## config.mk

```make
export PLATFORM = sky130hd
export DESIGN_NAME = alu_cmd_sequencer
export DESIGN_NICKNAME = d
export VERILOG_FILES = /design/src/rtl/alu_cmd_sequencer.sv
export SDC_FILE = /design/constraint.sdc
export NUM_CORES = 1
export LEC_CHECK = 0
export ABC_AREA = 1
export CELL_PAD_IN_SITES_DETAIL_PLACEMENT = 1
export CELL_PAD_IN_SITES_GLOBAL_PLACEMENT = 2
export CORE_MARGIN = 2
export CORE_UTILIZATION = 34
export CTS_BUF_LIST = sky130_fd_sc_hd__clkbuf_4 sky130_fd_sc_hd__clkbuf_8
export DETAILED_ROUTE_END_ITERATION = 8
export GPL_TIMING_DRIVEN = 0
export PLACE_DENSITY_LB_ADDON = 0.1
export REMOVE_ABC_BUFFERS = 1
export SYNTH_ARGS = -nofsm -noshare
export SYNTH_HDL_FRONTEND = slang
export SYNTH_SLANG_ARGS = --single-unit
```

## constraint.sdc

```tcl
create_clock -name clk -period 3.5 [get_ports clk]
set_input_delay 0.35 -clock clk [delete_from_list [all_inputs] [get_ports clk]]
set_output_delay 0.35 -clock clk [all_outputs]
set_load 0.02 [all_outputs]
```

## src/rtl/alu_cmd_sequencer.sv

```systemverilog
// ============================================================================
// Module   : alu_cmd_sequencer
// Summary  : Command FIFO and issue FSM in front of a combinational ALU, with a
//            registered valid/ready result port and an accumulator feedback path.
// Revision : 1.0  initial release
// ============================================================================
`default_nettype none

module alu_cmd_sequencer #(
    parameter int WIDTH = 16,
    parameter int DEPTH = 4
) (
    input  logic                     clk,
    input  logic                     rst_n,
    input  logic                     cmd_valid,
    output logic                     cmd_ready,
    input  logic [WIDTH-1:0]         cmd_a,
    input  logic [WIDTH-1:0]         cmd_b,
    input  logic                     cmd_cin,
    input  logic [2:0]               cmd_opc,
    input  logic                     cmd_acc,
    output logic [WIDTH-1:0]         alu_a,
    output logic [WIDTH-1:0]         alu_b,
    output logic                     alu_cin,
    output logic [2:0]               alu_opc,
    input  logic [WIDTH-1:0]         alu_w,
    input  logic                     alu_f0,
    input  logic                     alu_f1,
    output logic                     res_valid,
    input  logic                     res_ready,
    output logic [WIDTH-1:0]         res_w,
    output logic                     res_f0,
    output logic                     res_f1,
    output logic [$clog2(DEPTH):0]   count,
    output logic                     busy
);

    localparam int c_PTR_W = $clog2(DEPTH);
    localparam int c_CNT_W = c_PTR_W + 1;

    typedef struct packed {
        logic             acc;
        logic [2:0]       opc;
        logic             cin;
        logic [WIDTH-1:0] b;
        logic [WIDTH-1:0] a;
    } cmd_t;

    typedef enum logic [1:0] {
        IDLE = 2'd0,
        EXEC = 2'd1,
        DONE = 2'd2
    } state_t;

    state_t               state_q, state_d;
    cmd_t                 mem_q [DEPTH];
    logic [c_PTR_W-1:0]   wr_ptr_q, wr_ptr_d;
    logic [c_PTR_W-1:0]   rd_ptr_q, rd_ptr_d;
    logic [c_CNT_W-1:0]   count_q, count_d;
    logic [WIDTH-1:0]     alu_a_q, alu_a_d;
    logic [WIDTH-1:0]     alu_b_q, alu_b_d;
    logic                 alu_cin_q, alu_cin_d;
    logic [2:0]           alu_opc_q, alu_opc_d;
    logic [WIDTH-1:0]     acc_q, acc_d;
    logic [WIDTH-1:0]     res_w_q, res_w_d;
    logic                 res_f0_q, res_f0_d;
    logic                 res_f1_q, res_f1_d;
    logic                 res_valid_q, res_valid_d;

    logic                 push;
    logic                 pop;
    cmd_t                 head;
    cmd_t                 cmd_in;

    // Readiness is a function of registered occupancy only; a pop on the same
    // edge does not open a slot until the following cycle.
    assign cmd_ready = (count_q < c_CNT_W'(DEPTH));
    assign push      = cmd_valid & cmd_ready;
    assign head      = mem_q[rd_ptr_q];
    assign cmd_in    = '{acc: cmd_acc, opc: cmd_opc, cin: cmd_cin, b: cmd_b, a: cmd_a};

    always_comb begin
        state_d     = state_q;
        pop         = 1'b0;
        acc_d       = acc_q;
        res_w_d     = res_w_q;
        res_f0_d    = res_f0_q;
        res_f1_d    = res_f1_q;
        res_valid_d = res_valid_q;
        case (state_q)
            IDLE: begin
                if (count_q != '0) begin
                    pop     = 1'b1;
                    state_d = EXEC;
                end
            end
            EXEC: begin
                res_w_d     = alu_w;
                res_f0_d    = alu_f0;
                res_f1_d    = alu_f1;
                acc_d       = alu_w;
                res_valid_d = 1'b1;
                state_d     = DONE;
            end
            DONE: begin
                if (res_valid_q && res_ready) begin
                    res_valid_d = 1'b0;
                    if (count_q != '0) begin
                        pop     = 1'b1;
                        state_d = EXEC;
                    end else begin
                        state_d = IDLE;
                    end
                end
            end
            default: state_d = IDLE;
        endcase
    end

    always_comb begin
        alu_a_d   = alu_a_q;
        alu_b_d   = alu_b_q;
        alu_cin_d = alu_cin_q;
        alu_opc_d = alu_opc_q;
        if (pop) begin
            alu_a_d   = head.acc ? acc_q : head.a;
            alu_b_d   = head.b;
            alu_cin_d = head.cin;
            alu_opc_d = head.opc;
        end
        wr_ptr_d = wr_ptr_q + c_PTR_W'(push);
        rd_ptr_d = rd_ptr_q + c_PTR_W'(pop);
        count_d  = count_q + c_CNT_W'(push) - c_CNT_W'(pop);
    end

    always_ff @(posedge clk or negedge rst_n) begin
        if (!rst_n) begin
            state_q     <= IDLE;
            wr_ptr_q    <= '0;
            rd_ptr_q    <= '0;
            count_q     <= '0;
            alu_a_q     <= '0;
            alu_b_q     <= '0;
            alu_cin_q   <= 1'b0;
            alu_opc_q   <= '0;
            acc_q       <= '0;
            res_w_q     <= '0;
            res_f0_q    <= 1'b0;
            res_f1_q    <= 1'b0;
            res_valid_q <= 1'b0;
        end else begin
            state_q     <= state_d;
            wr_ptr_q    <= wr_ptr_d;
            rd_ptr_q    <= rd_ptr_d;
            count_q     <= count_d;
            alu_a_q     <= alu_a_d;
            alu_b_q     <= alu_b_d;
            alu_cin_q   <= alu_cin_d;
            alu_opc_q   <= alu_opc_d;
            acc_q       <= acc_d;
            res_w_q     <= res_w_d;
            res_f0_q    <= res_f0_d;
            res_f1_q    <= res_f1_d;
            res_valid_q <= res_valid_d;
        end
    end

    // Storage needs no reset: stale entries are unreachable once pointers clear.
    always_ff @(posedge clk) begin
        if (push) begin
            mem_q[wr_ptr_q] <= cmd_in;
        end
    end

    assign alu_a     = alu_a_q;
    assign alu_b     = alu_b_q;
    assign alu_cin   = alu_cin_q;
    assign alu_opc   = alu_opc_q;
    assign res_valid = res_valid_q;
    assign res_w     = res_w_q;
    assign res_f0    = res_f0_q;
    assign res_f1    = res_f1_q;
    assign count     = count_q;
    assign busy      = (state_q != IDLE);

endmodule

`default_nettype wire
```

# Yosys cells after proc, flatten, opt, wreduce, memory -nomap -nowiden
# Memories as Yosys holds them, arrays and structs flattened.
# Cells that the tools add are included.
[op_classes] n_addsub=4 order_cmp=1 eq_ne=4 n_mux=12 bitwise=1 n_reduce_logical=7
[ops] op="16-bit two-way mux" count=1
[ops] op="1-bit two-way mux" count=6
[ops] op="2-bit one-hot mux with 3 select lines" count=1
[ops] op="2-bit by 1-bit adder with 2-bit output" count=2
[ops] op="2-bit two-way mux" count=2
[ops] op="2-bit != test, second input constant" count=2
[ops] op="1-bit one-hot mux with 2 select lines" count=2
[ops] op="2-bit AND reduction" count=2
[ops] op="2-bit nonzero test" count=2
[ops] op="3-bit by 1-bit adder with 3-bit output" count=1
[ops] op="3-bit less-than comparator, second input constant" count=1
[ops] op="3-bit nonzero test" count=1
[ops] op="3-bit by 1-bit subtractor with 3-bit output" count=1
[ops] op="2-bit by 1-bit == test with 1-bit output, second input constant" count=1
[ops] op="2-bit == test, second input constant" count=1
[ops] op="2-bit logical NOT" count=1
[ops] op="1-bit AND" count=1
[ops] op="1-bit logical AND" count=1
[totals] reg_bits=64 ramBits=148 elab_cells=42 memories=1
[mem_list] name="mem_q" depth=4 word_bits=37 read_ports=1 rd_ports_with_merged_regs=0 write_ports=1 line_no="56" text="cmd_t mem_q [DEPTH];"

# Logic depth before layout (Yosys ltp)
[logic_depth] ltp_word=5 depth_mapped=11

# Least setup slack after synthesis
# OpenSTA, ideal clock, no wires.
[synth_timing] path_kind="register to register" startpoint="reg count_q[2], in the netlist count[2]" endpoint="mem mem_q[0][0] (netlist bit), enable pin" t_arrival_ns=3.305 required_time_ns=3.023 setup_slack_ns=-0.282 path_stages_with_launch=4 n_path_buf=0 synth_period_minus_slack_ns=3.782 cell_sequence="dfrtp_1 -> inv_2 -> nand2_1 -> nor3_1"
[synth_between] elab_chain_len=4
[synth_rtl] element="start: declaration" line_no="59" text="logic [c_CNT_W-1:0] count_q, count_d;"
[synth_rtl] element="start signal: assignment" line_no="155" text="count_q <= count_d;"
[synth_rtl] element="3-bit less-than comparator" line_no="77" text="assign cmd_ready = (count_q < c_CNT_W'(DEPTH));"
[synth_rtl] element="net cmd_ready" line_no="16" text="output logic cmd_ready,"
[synth_rtl] element="1-bit AND" line_no="78" text="assign push = cmd_valid & cmd_ready;"
[synth_rtl] element="1-bit two-way mux" line_no="170" text="if (push) begin"
[synth_rtl] element="1-bit two-way mux (implied by the code)" line_no="171" text="mem_q[wr_ptr_q] <= cmd_in;"
[synth_rtl] element="end: declaration" line_no="56"
# The timed path passes the listed nets, and every way through them passes these cells.

# Worst setup path in the final report
[layout_timing] startpoint="reg count_q[1], in the netlist count[1]" endpoint="reg count_q[2], in the netlist count[2]"
[layout_between] elab_chain_len=5 elab_cells_between_ends=8
[layout_rtl] element="parallel branches: the longest is 4 deep, another holds 3-bit less-than comparator"
[layout_rtl] element="3-bit by 1-bit subtractor with 3-bit output *" line_no="133" text="count_d = count_q + c_CNT_W'(push) - c_CNT_W'(pop);"
[layout_rtl] element="net count_d[2]" line_no="59"
# Mark *: on every way through the listed nets, which the timed path passes.
# A chain may end at the register's enable or synchronous reset.

==> results.md <==
- The flow ran to the end, and the final reports show no timing, DRC or antenna violations.
- The element type at the critical path start is a flip-flop.
- The fraction of synthesized cell area taken by the top area cell type is 53.3%.
- The via count of the first global-routing pass came to 6091.
- The worst path in the final design needs a cycle of 3.00 ns, including I/O delays and setup.
- Clock tree synthesis found a total of 212 sinks.
- The horizontal die dimension is 161 um.
- Before antenna repair, the detailed router went through 4 iterations.
- The terminus of the critical flop-to-flop path is count[2]$_DFF_PN0_.
- At the end of the flow, the number of nets in the layout was 926.
- The endpoint of the worst setup timing path is count[2]$_DFF_PN0_.
- The floorplan has 57 rows.
- Global routing finished with a remaining overflow of 0.
- Once layout is done, the placed cells without fillers occupy 0.0108 mm^2.
- The startpoint of the most critical setup path is count[1]$_DFF_PN0_.
- Derived from the worst setup path, the maximum achievable clock frequency is 334 MHz.
- The final number of setup-violating endpoints is 0.
- Synthesis produced 722 cells.
- The post-route core utilization is 44.7%.
- The type of the worst min-delay path is input pin to asynchronous set/reset pin.
- Global routing consumed, over all layers together, 16.1% of the routing resources.
- The async set or reset register ratio after synthesis is 30.2%.
- The required time of the critical path is 3.90 ns.
- The routed design has 20200 um of wire.
- Dividing the detail-routed wire length by the instance count gives 16.6 um.
- The clock network latency to the later pin of the worst-skew pair is 0.52 ns.
- The placer congestion estimate is 0.650.
- After synthesis the netlist holds a flip-flop and latch count of 212.
- The clock tree root buffer cell is clkbuf_8.
- The first global-routing pass estimated 32700 um of wire.
- The number of nets with antenna violations after routing is 0.
- The post-synthesis area per instance is 11.6 um^2.
- In the synthesized netlist, the cells that appear most often are nand2_1 (221), edfxtp_1 (148), nand3_1 (67).
- The netlist area before placement is 0.00834 mm^2.
- The area overhead of the layout relative to synthesis is 29.5%.
- The post-route netlist has 11.6% of its cells at a drive strength greater than 1.
- The height of the chip is 161 um.
- Yosys instantiated no cell more often than nand2_1.
- Counting along the longest clock path gives a buffer depth of 3.
- The kind of critical path is flip-flop to flip-flop.
- In this design, the critical path's most frequently occurring cell is nand2_1.
- The floorplan step defined a die boundary enclosing 0.0258 mm^2.
- The number of buffers created by CTS is 39.
- The DRC violation count after routing is 0.
- The biggest area contributor in the post-synthesis netlist is edfxtp_1.
- The number of different library cells used by synthesis comes to 25.
- The max-slew violation count is 0.
- The total area inside the core boundary comes to 0.0242 mm^2.
- The H-tree generated during clock tree synthesis spans 2 levels.
- The number of buffer and inverter instances along the worst setup path is 2.
- The synthesized design contains 148 enable-type register cells.
- Using the TritonRoute via totals, the vias-per-cell ratio works out to 4.65.
- The detailed placer's ending HPWL is 13100 um.
- Among cell families on the critical path, the largest total delay comes from buffers and inverters.
- After the first detailed-routing iteration, the DRC count stood at 205.
- The critical path crosses 9 cells after its start point.
- Across the VDD grid, the largest voltage drop is 0.000230 V.
- 119 I/O pins were placed.
- The Yosys step of the flow raised 0 warnings.
- The initial cell density of the core is 34.5%.
- For this run, the register share of the synthesized area comes to 72.5%.
- Entering global routing, the biggest net connects 77 pins.
- TritonCTS built the clock tree.
- The via count of the routed design is 5660.
- The cell at the slowest stage of the critical path is inv_2.
- Setup repair after global routing left no endpoint under its margin.
- Along the worst path, the maximum fanout reaches 39.
- The number of cells on the worst reg-to-reg path is 9.
- The kind of end point of the critical path is a flip-flop.
- The critical path's largest stage delay is 0.63 ns.
- The number of antenna violations at the first check in global routing is 1.
- In the post-synthesis netlist, the biggest area contributors are edfxtp_1 (53%), dfrtp_1 (19%), nand2_1 (9.9%), nand3_1 (4.0%), o21ai_0 (2.9%).
- The worst register-to-register path begins at count[1]$_DFF_PN0_.
- For this design the ratio of total power to cell area is 481 mW/mm^2.
- The data arrival time of the critical path is 3.39 ns.
- The clock skew after layout is 0.0214 ns.
- The max-cap violation count is 0.
- The final critical-path share of the clock period is 85.6%.
- Traced cell by cell, the critical path runs through nor2_1, nand2_1, nand3_2, buf_12, inv_2, nand2_1, fa_1, xnor2_1, xor2_1.
- The actual slew at the worst max-slew pin is 1.19 ns.
- Among all flip-flop cells after synthesis, the most frequent one is edfxtp_1.
- In this run the tool buffered the top-level ports with 118 buffer cells.
- After clock tree synthesis, the clock-pin slew on the worst setup and hold paths is 0.05 ns.
- The max-slew headroom at the worst pin is 20.8%.
- The buffers inserted during post-CTS setup optimization is 0.
- Summing all placed instances gives a cell area of 0.00995 mm^2.
- The minimum setup slack among reg-to-reg paths is 0.50 ns.
- The static power due to leakage is 4.31 nW.
- The final-report hold violation count is 0.
==> state kept, by name, indices dropped and copies added, names as in the netlist <==
register   flops
wr_ptr_q       2
alu_a         16
res_valid      1
count          3
state_q        2
alu_b         16
alu_opc        3
res_f0         1
res_w         16
alu_cin        1
mem_q        148
res_f1         1
rd_ptr_q       2
==> worst min-delay path by stage <==
stage / startpoint / endpoint / slack, ns / depth (start not counted)
finish: rst_n / state_q[1]$_DFFE_PN0P_ / 0.32 / 2
global route: rst_n / state_q[1]$_DFFE_PN0P_ / 0.35 / 2
CTS: rst_n / state_q[1]$_DFFE_PN0P_ / 0.30 / 2
floorplan: rst_n / alu_a[0]$_DFFE_PN0P_ / 0.05 / 0
detailed placement: rst_n / res_valid$_DFFE_PN0P_ / 0.31 / 1
global placement: res_f1$_DFFE_PN0P_ / res_f1$_DFFE_PN0P_ / 0.46 / 2
==> per-stage QoR <==
step | cells | power, W | setup TNS, ns | hold slack [ns] | setup slack, ns
2_1_floorplan | 684 | 0.00274 | -41.72 | 0.0544 | -0.282
3_3_place_gp | 1126 | 0.00283 | -529.29 | 0.456 | -3.09
3_5_place_dp | 1145 | 0.00284 | -0.0401 | 0.309 | -0.0401
4_1_cts | 1216 | 0.00527 | 0 | 0.302 | 0.380
5_1_grt | 1217 | 0.00539 | 0 | 0.345 | 0.239
6_report | 1218 | 0.00519 | 0 | 0.319 | 0.504
==> timing repair <==
item,4_1_cts,5_1_grt
gates resized for setup,0,0
endpoints found under the hold margin,24,0
hold buffers,1,0
==> power breakdown <==
part | switching (W) | internal [W]
clock network | 0.000975 | 0.00142
registers | 0 | 0.00269
logic | 0.0000414 | 0.0000609
==> layout by cell type, fill, tap and decap left out <==
cell type / count
buf_6: 14
nor2_2: 1
xnor2_1: 1
edfxtp_1: 148
nand2_2: 1
inv_4: 1
nor2_1: 61
diode_2: 1
nand3_4: 2
nand2_1: 221
clkbuf_8: 45
dfrtp_1: 63
clkdlybuf4s50_1: 117
nand2_4: 1
ha_1: 2
nor3_2: 4
buf_12: 3
dlygate4sd3_1: 1
clkinv_2: 5
inv_1: 23
buf_16: 1
clkbuf_4: 17
or2_2: 1
nand3_2: 1
o21ai_1: 31
buf_4: 3
bufinv_16: 1
dfrtp_2: 1
o21ai_0: 48
inv_2: 2
nand3_1: 66
xor2_1: 3
clkinv_1: 3
fa_1: 1
==> final cells by class <==
class / instances / area, um^2
diodes: 1 / 2.50
multi-input cells: 445 / 1980
repair buffers: 139 / 1450
inverters: 27 / 105
clock inverters: 8 / 61.3
well taps: 324 / 405
flip-flops and latches: 212 / 6050
fillers: 2584 / 13400
clock buffers: 62 / 747
==> per-layer routing <==
layer	share of wire [%]	GRT usage, %
met5	0.054	0
met4	2.6	5.94
met3	5.9	3.85
met2	50	28.8
met1	41	18.8
==> cell families (layout without fill, tap and decap cells) <==
logic type      after synthesis  count (layout)  share of synthesized area [%]
simple gates                359             359                           17.7
flops                       212             212                           72.5
compound gates               79              79                           4.74
buf+inv                      65             236                           4.07
xor+xnor                      4               4                          0.420
fa+ha+maj                     3               3                          0.540
other cells                   0               1                              0
Power figures use the tool's default switching activity.
